## src/rtl/riscv_defs.sv

```systemverilog
// Shared RV32I core definitions.
// Word geometry, load/store size codes and LSU state encoding.
package riscv_defs;

  localparam int NB_WORD = 32;
  localparam int NB_BE   = NB_WORD / 8;

  typedef enum logic [1:0] {
    IDLE = 2'd0,
    WAIT = 2'd1,
    RESP = 2'd2
  } lsu_state_t;

  localparam logic [2:0] LS_B  = 3'b000;
  localparam logic [2:0] LS_H  = 3'b001;
  localparam logic [2:0] LS_W  = 3'b010;
  localparam logic [2:0] LS_BU = 3'b100;
  localparam logic [2:0] LS_HU = 3'b101;

endpackage

```

## src/rtl/lsu_align.sv

```systemverilog
// Load/store lane alignment and access legality check.
// Purely combinational; request side and response side are independent.
module lsu_align #(
  parameter int NB_WORD = riscv_defs::NB_WORD,
  parameter int NB_BE   = NB_WORD / 8
) (
  input  logic               i_rd,
  input  logic               i_wr,
  input  logic [2:0]         i_funct3,
  input  logic [1:0]         i_offset,
  input  logic [NB_WORD-1:0] i_store_data,
  input  logic [2:0]         i_ld_funct3,
  input  logic [1:0]         i_ld_offset,
  input  logic [NB_WORD-1:0] i_rdata,
  output logic               o_fault,
  output logic               o_valid,
  output logic [NB_BE-1:0]   o_be,
  output logic [NB_WORD-1:0] o_wdata,
  output logic [NB_WORD-1:0] o_rdata_fmt
);

  import riscv_defs::*;

  logic               ld_ok;
  logic               st_ok;
  logic               mis;
  logic [NB_WORD-1:0] b_sh;
  logic [NB_WORD-1:0] h_sh;
  logic [7:0]         b_lane;
  logic [15:0]        h_lane;

  // Legality: size code must exist for the direction, and H/W must be aligned.
  always_comb begin
    ld_ok = (i_funct3 == LS_B) || (i_funct3 == LS_H) ||
            (i_funct3 == LS_W) || (i_funct3 == LS_BU) ||
            (i_funct3 == LS_HU);
    st_ok = (i_funct3 == LS_B) || (i_funct3 == LS_H) ||
            (i_funct3 == LS_W);
    mis   = ((i_funct3[1:0] == 2'b01) && i_offset[0]) ||
            ((i_funct3[1:0] == 2'b10) && (i_offset != 2'b00));
    o_fault = (i_rd && i_wr) ||
              (i_rd && !i_wr && (!ld_ok || mis)) ||
              (i_wr && !i_rd && (!st_ok || mis));
    o_valid = (i_rd ^ i_wr) && !o_fault;
  end

  // Store lanes: replicate data across the word, enable only the target bytes.
  always_comb begin
    o_be    = '1;
    o_wdata = i_store_data;
    case (i_funct3[1:0])
      2'b00: begin
        o_be    = NB_BE'(1) << i_offset;
        o_wdata = {NB_BE{i_store_data[7:0]}};
      end
      2'b01: begin
        o_be    = NB_BE'(3) << {i_offset[1], 1'b0};
        o_wdata = {(NB_BE/2){i_store_data[15:0]}};
      end
      default: begin
        o_be    = '1;
        o_wdata = i_store_data;
      end
    endcase
  end

  // Load lanes: pick byte/half from the read word, then extend.
  always_comb begin
    b_sh   = i_rdata >> {i_ld_offset, 3'b000};
    h_sh   = i_rdata >> {i_ld_offset[1], 4'b0000};
    b_lane = b_sh[7:0];
    h_lane = h_sh[15:0];
    case (i_ld_funct3)
      LS_B:    o_rdata_fmt = {{(NB_WORD-8){b_lane[7]}}, b_lane};
      LS_BU:   o_rdata_fmt = {{(NB_WORD-8){1'b0}}, b_lane};
      LS_H:    o_rdata_fmt = {{(NB_WORD-16){h_lane[15]}}, h_lane};
      LS_HU:   o_rdata_fmt = {{(NB_WORD-16){1'b0}}, h_lane};
      default: o_rdata_fmt = i_rdata;
    endcase
  end

endmodule

```

## src/rtl/load_store_unit.sv

```systemverilog
// Memory-stage load/store unit: one word-aligned req/ack bus cycle per access.
// Stalls the pipeline until the cycle completes; faults never reach the bus.
module load_store_unit #(
  parameter int NB_WORD = riscv_defs::NB_WORD,
  parameter int NB_BE   = NB_WORD / 8
) (
  input  logic               i_clock,
  input  logic               i_reset,
  input  logic               i_dmem_rd,
  input  logic               i_dmem_wr,
  input  logic [2:0]         i_ld_st_funct3,
  input  logic [NB_WORD-1:0] i_addr,
  input  logic [NB_WORD-1:0] i_store_data,
  output logic               o_stall,
  output logic [NB_WORD-1:0] o_load_data,
  output logic               o_load_valid,
  output logic               o_access_fault,
  output logic               o_mem_req,
  output logic               o_mem_we,
  output logic [NB_WORD-1:0] o_mem_addr,
  output logic [NB_BE-1:0]   o_mem_be,
  output logic [NB_WORD-1:0] o_mem_wdata,
  input  logic               i_mem_ack,
  input  logic [NB_WORD-1:0] i_mem_rdata
);

  import riscv_defs::*;

  lsu_state_t         state_q, state_d;
  logic [NB_WORD-1:0] addr_q, addr_d;
  logic [NB_WORD-1:0] wdata_q, wdata_d;
  logic [NB_WORD-1:0] ld_data_q, ld_data_d;
  logic [NB_BE-1:0]   be_q, be_d;
  logic               we_q, we_d;
  logic [2:0]         f3_q, f3_d;
  logic [1:0]         off_q, off_d;
  logic               fault_q, fault_d;

  logic               acc_fault;
  logic               acc_valid;
  logic [NB_BE-1:0]   fmt_be;
  logic [NB_WORD-1:0] fmt_wdata;
  logic [NB_WORD-1:0] fmt_rdata;

  lsu_align #(
    .NB_WORD (NB_WORD),
    .NB_BE   (NB_BE)
  ) u_align (
    .i_rd         (i_dmem_rd),
    .i_wr         (i_dmem_wr),
    .i_funct3     (i_ld_st_funct3),
    .i_offset     (i_addr[1:0]),
    .i_store_data (i_store_data),
    .i_ld_funct3  (f3_q),
    .i_ld_offset  (off_q),
    .i_rdata      (i_mem_rdata),
    .o_fault      (acc_fault),
    .o_valid      (acc_valid),
    .o_be         (fmt_be),
    .o_wdata      (fmt_wdata),
    .o_rdata_fmt  (fmt_rdata)
  );

  // Next-state: accept in IDLE, wait for ack, one response cycle.
  always_comb begin
    state_d   = state_q;
    addr_d    = addr_q;
    wdata_d   = wdata_q;
    ld_data_d = ld_data_q;
    be_d      = be_q;
    we_d      = we_q;
    f3_d      = f3_q;
    off_d     = off_q;
    fault_d   = 1'b0;
    unique case (state_q)
      IDLE: begin
        fault_d = acc_fault;
        if (acc_valid) begin
          addr_d  = {i_addr[NB_WORD-1:2], 2'b00};
          off_d   = i_addr[1:0];
          f3_d    = i_ld_st_funct3;
          we_d    = i_dmem_wr;
          be_d    = i_dmem_wr ? fmt_be : '1;
          wdata_d = i_dmem_wr ? fmt_wdata : '0;
          state_d = WAIT;
        end
      end
      WAIT: begin
        if (i_mem_ack) begin
          if (!we_q) ld_data_d = fmt_rdata;
          state_d = RESP;
        end
      end
      RESP: state_d = IDLE;
      default: state_d = IDLE;
    endcase
  end

  // State and captured bus/response registers.
  always_ff @(posedge i_clock or posedge i_reset) begin
    if (i_reset) begin
      state_q   <= IDLE;
      addr_q    <= '0;
      wdata_q   <= '0;
      ld_data_q <= '0;
      be_q      <= '0;
      we_q      <= 1'b0;
      f3_q      <= 3'b000;
      off_q     <= 2'b00;
      fault_q   <= 1'b0;
    end else begin
      state_q   <= state_d;
      addr_q    <= addr_d;
      wdata_q   <= wdata_d;
      ld_data_q <= ld_data_d;
      be_q      <= be_d;
      we_q      <= we_d;
      f3_q      <= f3_d;
      off_q     <= off_d;
      fault_q   <= fault_d;
    end
  end

  // Outputs; stall is forced low while reset is held.
  always_comb begin
    o_stall        = !i_reset &&
                     (((state_q == IDLE) && acc_valid) ||
                      (state_q == WAIT));
    o_mem_req      = (state_q == WAIT);
    o_load_valid   = (state_q == RESP) && !we_q;
    o_access_fault = fault_q;
    o_load_data    = ld_data_q;
    o_mem_we       = we_q;
    o_mem_addr     = addr_q;
    o_mem_be       = be_q;
    o_mem_wdata    = wdata_q;
  end

endmodule

```

## config.mk

```make
export PLATFORM = sky130hd
export DESIGN_NAME = load_store_unit
export DESIGN_NICKNAME = d
export VERILOG_FILES = /design/src/rtl/riscv_defs.sv /design/src/rtl/lsu_align.sv /design/src/rtl/load_store_unit.sv
export SDC_FILE = /design/constraint.sdc
export NUM_CORES = 1
export LEC_CHECK = 0
export BUFFER_PORTS_ARGS = -buffer_cell sky130_fd_sc_hd__buf_2
export CAP_MARGIN = 20
export CORE_MARGIN = 5
export CORE_UTILIZATION = 44
export DETAILED_ROUTE_END_ITERATION = 10
export GPL_TIMING_DRIVEN = 0
export PLACE_DENSITY = 0.77
export SYNTH_ARGS = -nofsm -noshare
export SYNTH_HDL_FRONTEND = slang
export SYNTH_SLANG_ARGS = --single-unit
```

## constraint.sdc

```tcl
create_clock -name i_clock -period 2.8 [get_ports i_clock]
set_input_delay 0 -clock i_clock [delete_from_list [all_inputs] [get_ports i_clock]]
set_output_delay 0 -clock i_clock [all_outputs]
set_load 0.1 [all_outputs]
```

==> flow_summary.ini, run 1 <==
[synth]
netlist_instances = 466
yosys.area.top_type_share_pct = 53.2
ys_top_cells_by_area = dfrtp_1 (53%), mux2_2 (9.2%), nand2_1 (5.3%)
avgSynthCellArea_um2 = 10.8
synth_area_leader_cell = dfrtp_1
synth_area_um2 = 5030
synth.yosys.seq_area_share_pct = 53.2
ys_ff_latch = 107
yosys_warnings = 0
ys_types = 40

[layout]
drive_gt1_share_pct = 40.6
utilization_pct = 65.9
final_cell_mix = buf_2 (216), dfrtp_1 (107), dlygate4sd3_1 (87)
final_common_cell = buf_2
area_growth_pct = 48.2
regArea_um2 = 2680
layout.nets = 879
fillers = 864
multi_input_area_um2 = 2170

[worst_setup_path]
path_cells = nor4_2, o31ai_4, buf_2, buf_2, a21oi_1, buf_2
required_ns = 2.80
cpPeakStageDelay_ns = 0.44
cp_common_cell = buf_2
cp_slowest_cell = buf_2
crit_type = reg2out
cp_top_family = buffers and inverters
cp_data_arrival_time_ns = 2.44
end_kind = output port
path_max_fanout = 10
critical_path_buf_inv_count = 3
start_kind = flip-flop

[cts]
postCtsSetupBuffers = 0
numCtsBuffers = 9
clk_path_buf_depth = 2
htreeDepth = 3
clkSinkCount = 107
clk_pin_slew_ns = 0.07
clock_latency_ns = 0.35
tritoncts = yes
cts_root_buffer = clkbuf_16

[timing]
fin_skew_ns = 0.00884
hold_ws_ns = -0.00166
setup_ws_ns = 0.363
rsz0062_at_grt = no
slew_viol_final = 0
period_share_pct = 87.0
tightest_slew_ns = 0.877
setup-violations-final = 0
slew_headroom_pct = 41.3
hold_violations = 1
setup_tns_ns = 0
finalCriticalPeriod_ns = 2.44
clock.fmax_mhz = 410

[hold_path]
hold_path.class = in2reg

[detailed_routing]
drcViolationCount = 0
routedWlPerCell_um = 17.5
antenna_left = 0
drt_wl_total_um = 16100
vias = 4777
drt-vias-per-instance = 5.19
firstDrtPassIters = 4
drtIter0Drc = 280

[die]
die_w_um = 117
die_h_um = 117
ioPinCount = 209
die-area_um2 = 13700
core_um2 = 11300
row_count = 39
start_util_pct = 44.5

[job]
cap_violations = 0

[outcome]
outcome = finished, violations left
violations = hold timing

[global_route]
antenna_found_initial = 0
grt_pass1_vias = 5070
grt_use_total_pct = 24.0
grt_overflow_total = 0
grt_max_degree = 37
grt_pass1_wl_um = 25700

[placement]
place.gp.congestion = 0.895
hpwl_um = 11300
dp_slack_ns = 0.726
port_buffers = 204
==> timing repair <==
item                                   CTS  global route
hold buffers                            87             0
resized for setup                        0             0
endpoints found under the hold margin  163             0
==> worst register-to-register path, stage by stage, from the launching register on <==
cell and delay [ns]:
dfrtp_1 0.44, and4bb_2 0.31, buf_2 0.19, nand2b_1 0.07, clkbuf_1 0.22, a211oi_2 0.49, a21oi_1 0.14
==> stage by stage <==
step           instance area (um^2)  instances  hold WS (ns)
2_1_floorplan                  5050        467         0.109
3_3_place_gp                   6250        814         0.231
3_5_place_dp                   6310        817       0.00127
4_1_cts                        7460        919       0.00113
5_1_grt                        7460        919        0.0200
6_report                       7460        920      -0.00166
==> cells by family (layout without fill, tap and decap cells) <==
logic type	count (synthesis)	after routing	share of synthesized area, %
flip-flops	107	107	53.2
buffers and inverters	42	351	3.95
adder cells (fa/ha/maj)	3	3	0.746
multiplexers	67	67	14.3
AO/OA/AOI/OAI	89	89	12.7
other	1	3	0.0745
AND/OR/NAND/NOR	157	157	15.0
==> sequential cells by signal, summed over array words and instances (netlist names) <==
| register | cells |
|---|---|
| o_mem_wdata | 32 |
| o_mem_be | 4 |
| f3_q | 3 |
| o_access_fault | 1 |
| off_q | 2 |
| o_load_data | 32 |
| o_mem_we | 1 |
| state_q | 2 |
| o_mem_addr | 30 |
==> final cells by class <==
| type | instances | share of cell area (%) |
|---|---|---|
| clock buffers | 9 | 3.02 |
| inverters | 7 | 0.402 |
| well taps | 143 | 2.40 |
| plain buffers | 35 | 2.31 |
| multi-input cells | 318 | 29.0 |
| flip-flops and latches | 107 | 35.9 |
| diodes | 1 | 0.0335 |
| clock inverters | 6 | 0.771 |
| repair buffers | 294 | 26.2 |
==> Yosys cell counts (all sizes together) <==
cell / count
dfrtp: 107
nand2: 71
mux2: 41
o21ai: 38
nand3: 32
mux2i: 26
a21oi: 20
clkbuf: 18
buf: 17
nor2: 13
nor3: 10
or2: 9
a22o: 8
nand3b: 8
a31oi: 7
inv: 7
o221a: 7
nand2b: 5
nor4: 4
ha: 3
nor3b: 2
o32a: 2
a211oi: 1
a221o: 1
a221oi: 1
and2: 1
and4bb: 1
conb: 1
nor2b: 1
o21a: 1
o22ai: 1
o311ai: 1
o31ai: 1
==> routing by layer <==
metal | vias up | part of all wire (%) | global-route usage, %
li1 | 2254 | - | -
met1 | 2296 | 40 | 28.9
met2 | 199 | 50 | 42.2
met3 | 28 | 7.4 | 5.09
met4 | 0 | 2.3 | 9.25
met5 | - | 0 | 0
==> worst paths after layout <==
check,from,end,slack [ns],cells past startpoint
worst min register to register,o_mem_wdata[20],o_mem_wdata[20],0.48,2
worst min-delay path,i_mem_rdata[26],o_load_data[26],-0.002,3
min in group asynchronous,i_reset,o_mem_addr[17],0.21,3
worst max-delay path,state_q[1],o_stall,0.36,6
max in group asynchronous,i_reset,o_mem_wdata[25],1.90,5
worst max register to register,o_mem_we,o_load_data[11],0.79,6
Power of run 1 is not shown: default switching activity piles up to over one toggle a cycle in this logic, so the estimate is an artifact.
==> run 2, diff against run 1 <==
- ABC_AREA: default -> 1
- CORE_UTILIZATION: 44 -> 45
==> flow_summary.ini, run 2 <==
[job]
cap_violations = 0

[outcome]
outcome = complete, no violations

[worst_setup_path]
start_kind = flip-flop
regToRegSetupSlack_ns = 0.94
cp_data_arrival_time_ns = 2.40
startpoint = state_q[1]
cp_slowest_cell = buf_2
r2r_start = state_q[1]
reg2reg_depth = 6
required_ns = 2.80
crit_type = reg2out
r2r_end = o_mem_addr[2]
path_cells = inv_1, nand2_1, nor2_2, nand3_1, buf_4, buf_6, a21oi_2, buf_2
cpPeakStageDelay_ns = 0.43
end_kind = output port
path_max_fanout = 10

[detailed_routing]
routedWlPerCell_um = 16.2
drcViolationCount = 0
drt_wl_total_um = 19600
antenna_left = 0
drt-vias-per-instance = 5.20
firstDrtPassIters = 7
vias = 6287
drtIter0Drc = 629

[placement]
hpwl_um = 14300
place.gp.congestion = 0.965
port_buffers = 205

[timing]
period_share_pct = 85.5
hold_violations = 0
fin_skew_ns = 0.00719
clock.fmax_mhz = 417
setup-violations-final = 0
slew_viol_final = 0
tightest_slew_ns = 0.878
setup_tns_ns = 0
rsz0062_at_grt = no
finalCriticalPeriod_ns = 2.40
slew_headroom_pct = 41.3
hold_ws_ns = 0.00697

[synth]
ys_top_cells_by_area = dfrtp_1 (47%), nand2_1 (19%), nand4_1 (8.6%)
synth_area_leader_cell = dfrtp_1
yosysMostFrequentCell = nand2_1
avgSynthCellArea_um2 = 7.42
synth_area_um2 = 5740
yosys.area.top_type_share_pct = 46.7
netlist_instances = 773
synth.yosys.seq_area_share_pct = 46.7
synth_edf_count = 0
async_reset_ff_share_pct = 100
yosys_warnings = 0
ys_types = 25
ys_ff_latch = 107
synth_common_cells = nand2_1 (284), dfrtp_1 (107), nand4_1 (79), inv_1 (68)
synthFlopType = dfrtp_1

[global_route]
grt_pass1_wl_um = 30600
grt_max_degree = 40
grt_overflow_total = 0
grt_pass1_vias = 6095
grt_use_total_pct = 25.9
antenna_found_initial = 0

[die]
die_w_um = 123
start_util_pct = 45.7
row_count = 41
core_um2 = 12600
ioPinCount = 209
die_h_um = 123
die-area_um2 = 15100

[layout]
multi_input_area_um2 = 2490
layout.nets = 1138
fillers = 1135
final_cell_mix = nand2_1 (284), buf_2 (225), dfrtp_1 (107)
area_growth_pct = 34.5
regArea_um2 = 2680
diodes = 0
final_common_cell = nand2_1
drive_gt1_share_pct = 27.9

[hold_path]
hold_path_startpoint = i_mem_rdata[17]
hold_depth = 5
hold_path.class = in2reg
hold_path_end = o_load_data[17]

[cts]
cts_hold_buf = 39
postCtsSetupBuffers = 0
clk_pin_slew_ns = 0.07
htreeDepth = 3
cts_root_buffer = clkbuf_16
tritoncts = yes
post_cts_resized = 0
numCtsBuffers = 9
clk_path_buf_depth = 2
clkSinkCount = 107
clock_latency_ns = 0.35
## run 2: cell count changes after synthesis, sizes merged, moves of 7 or more
cell    change
nand4      +79
a22o        -8
clkbuf     +10
buf        +14
mux2i      -26
nor3        +7
o221a       -7
or2        +18
mux2       -41
a31oi       -7
inv        +64
nand3      -10
a21oi      +16
nand2     +214
## run 2: cells by family (layout without fill, tap and decap cells)
kind of cell,after synthesis,after routing,synth area share [%]
AND/OR/NAND/NOR,451,451,35.3
buffers and inverters,131,393,10.1
flip-flops,107,107,46.7
AO/OA/AOI/OAI,80,80,7.17
adder cells (fa/ha/maj),3,3,0.654
other,1,2,0.0654
## run 2: critical path: cells and delay by family, from the launching register on
kind                   cells  cell delay (ns)
buffers and inverters      4             0.91
and+or+nand+nor            3             0.64
DFF                        1             0.39
AOI/OAI and AO/OA          1             0.11
## run 2: through the flow
step / setup slack [ns] / instances / area [um^2] / util [%]
after floorplan: 0.498 / 774 / 5750 / -
after global placement: 0.511 / 1151 / 6990 / 55.6
after detailed placement: 0.518 / 1153 / 7030 / 55.9
after CTS: 0.362 / 1208 / 7720 / 61.4
after global routing: 0.202 / 1208 / 7720 / 61.4
final: 0.405 / 1208 / 7720 / 61.4
## run 2: cell type report
class	count	area share, %
Sequential cell	107	34.7
Multi-Input combinational cell	536	32.2
Timing Repair Buffer	246	18.9
Buffer	59	4.02
Inverter	72	3.55
Clock buffer	12	3.19
Tap cell	172	2.79
Clock inverter	4	0.648
## run 2: routing by layer
layer,global-route usage [%],vias up,share of wire (%)
met3,6.18,39,10
met5,0,-,0
li1,-,3017,-
met2,42.6,326,47
met4,9.59,0,2.2
met1,33.4,2905,40
## run 2: worst max-delay path by stage
stage | end | slack (ns) | cells past startpoint
2_1_floorplan | o_stall | 0.50 | 3
3_3_place_gp | o_stall | 0.51 | 11
3_5_place_dp | o_stall | 0.52 | 11
4_1_cts | o_stall | 0.36 | 8
5_1_grt | o_stall | 0.20 | 8
6_report | o_stall | 0.40 | 8
Power of run 2 is left out for the same reason.
==> run 3, diff against run 2 <==
- CORE_MARGIN: 5 -> 1.5
==> flow_summary.ini, run 3 (synthesized netlist as in run 2, its figures left out) <==
[detailed_routing]
firstDrtPassIters = 5
vias = 6348
dr_wl_met3_um = 1630
drt_wl_total_um = 18400
antenna_left = 0
drtIter0Drc = 452
topRoutingLayerUsed = met4
routedWlPerCell_um = 15.2
drt-vias-per-instance = 5.24
drcViolationCount = 0
wl_met1_um = 7440
wl_met2_um = 8810

[cts]
clk_pin_slew_ns = 0.07
clk_path_buf_depth = 2
numCtsBuffers = 9
htreeDepth = 3
tritoncts = yes
clock_latency_ns = 0.35
post_cts_resized = 0
clkSinkCount = 107
cts_root_buffer = clkbuf_16

[layout]
fillers = 1157
drive_gt1_share_pct = 28.0
area_growth_pct = 35.3
regArea_um2 = 2680
multi_input_area_um2 = 2490
final_cell_mix = nand2_1 (284), buf_2 (225), dfrtp_1 (107)
layout.nets = 1142
instances_no_fill = 1212
diodes = 0
final_common_cell = nand2_1

[global_route]
grt_max_degree = 32
grt_pass1_vias = 5933
grt_overflow_total = 0
antenna_found_initial = 0
grt_pass1_wl_um = 28800
grt_use_total_pct = 27.6

[die]
die-area_um2 = 13400
core_um2 = 12500
start_util_pct = 45.8
die_w_um = 116
ioPinCount = 209
die_h_um = 116
row_count = 41

[worst_setup_path]
required_ns = 2.80
cp_data_arrival_time_ns = 2.44
crit_type = reg2out
path_max_fanout = 10
end_kind = output port
start_kind = flip-flop
reg2reg_depth = 8

[placement]
place_inst = 1154
place.gp.congestion = 0.938
hpwl_um = 13400
port_buffers = 205

[timing]
period_share_pct = 87.3
slew_viol_final = 0
finalCriticalPeriod_ns = 2.44
hold_violations = 0
fin_skew_ns = 0.00629
rsz0062_at_grt = no
clock.fmax_mhz = 409
slew_headroom_pct = 64.0
setup_tns_ns = 0
tightest_slew_ns = 0.540
setup-violations-final = 0

[job]
cap_violations = 0

[hold_path]
hold_depth = 5
hold_path.class = in2reg

[outcome]
outcome = complete, no violations
[run 3: final timing paths]
check                               startpoint              end  slack, ns
worst max-delay path                state_q[1]          o_stall       0.36
worst min-delay path            i_mem_rdata[1]   o_load_data[1]      0.006
worst max register to register      state_q[1]    o_mem_addr[9]       1.01
worst min register to register     o_mem_be[0]      o_mem_be[0]       0.47
max in group asynchronous              i_reset  o_load_data[25]       1.82
min in group asynchronous              i_reset   o_mem_wdata[3]       0.25
[run 3: stage by stage]
stage                     util (%)  setup WS [ns]  hold slack, ns  cell area, um^2
after global placement        55.9          0.474           0.220             6990
after detailed placement      56.3          0.444          0.0713             7050
final                         62.0          0.357         0.00607             7760
after CTS                     62.0          0.330         0.00221             7760
after global routing          62.0          0.185          0.0206             7760
after floorplan                  -          0.498           0.104             5750
[run 3: layout make-up]
| class | instances | share of cell area (%) |
|---|---|---|
| clock inverter | 4 | 0.435 |
| tap | 172 | 2.77 |
| clock buffer | 12 | 3.30 |
| timing repair buffer | 250 | 19.4 |
| buffer | 59 | 4.00 |
| sequential | 107 | 34.5 |
| inverter | 72 | 3.53 |
| multi-input combinational | 536 | 32.1 |
[run 3: routing by layer]
metal	track usage (%)	vias to the layer above
met3	7.37	45
met4	11.5	0
met1	34.8	2953
met2	45.2	329
li1	-	3021
met5	0	-
[run 3: timing repair]
| action | CTS | global route |
|---|---|---|
| hold endpoints to repair | 61 | 0 |
| setup endpoints to repair | 0 | 0 |
| setup buffers | 0 | 0 |
| hold buffers | 42 | 0 |
[run 3: critical path, cell delays in order, from the launching register on]
cell and delay [ns]:
dfrtp_1 0.39, inv_1 0.09, nand2_1 0.12, nor2_2 0.36, nand3_1 0.20, buf_4 0.23
buf_6 0.16, a21oi_2 0.11, buf_2 0.43
Power of run 3 is left out for the same reason.
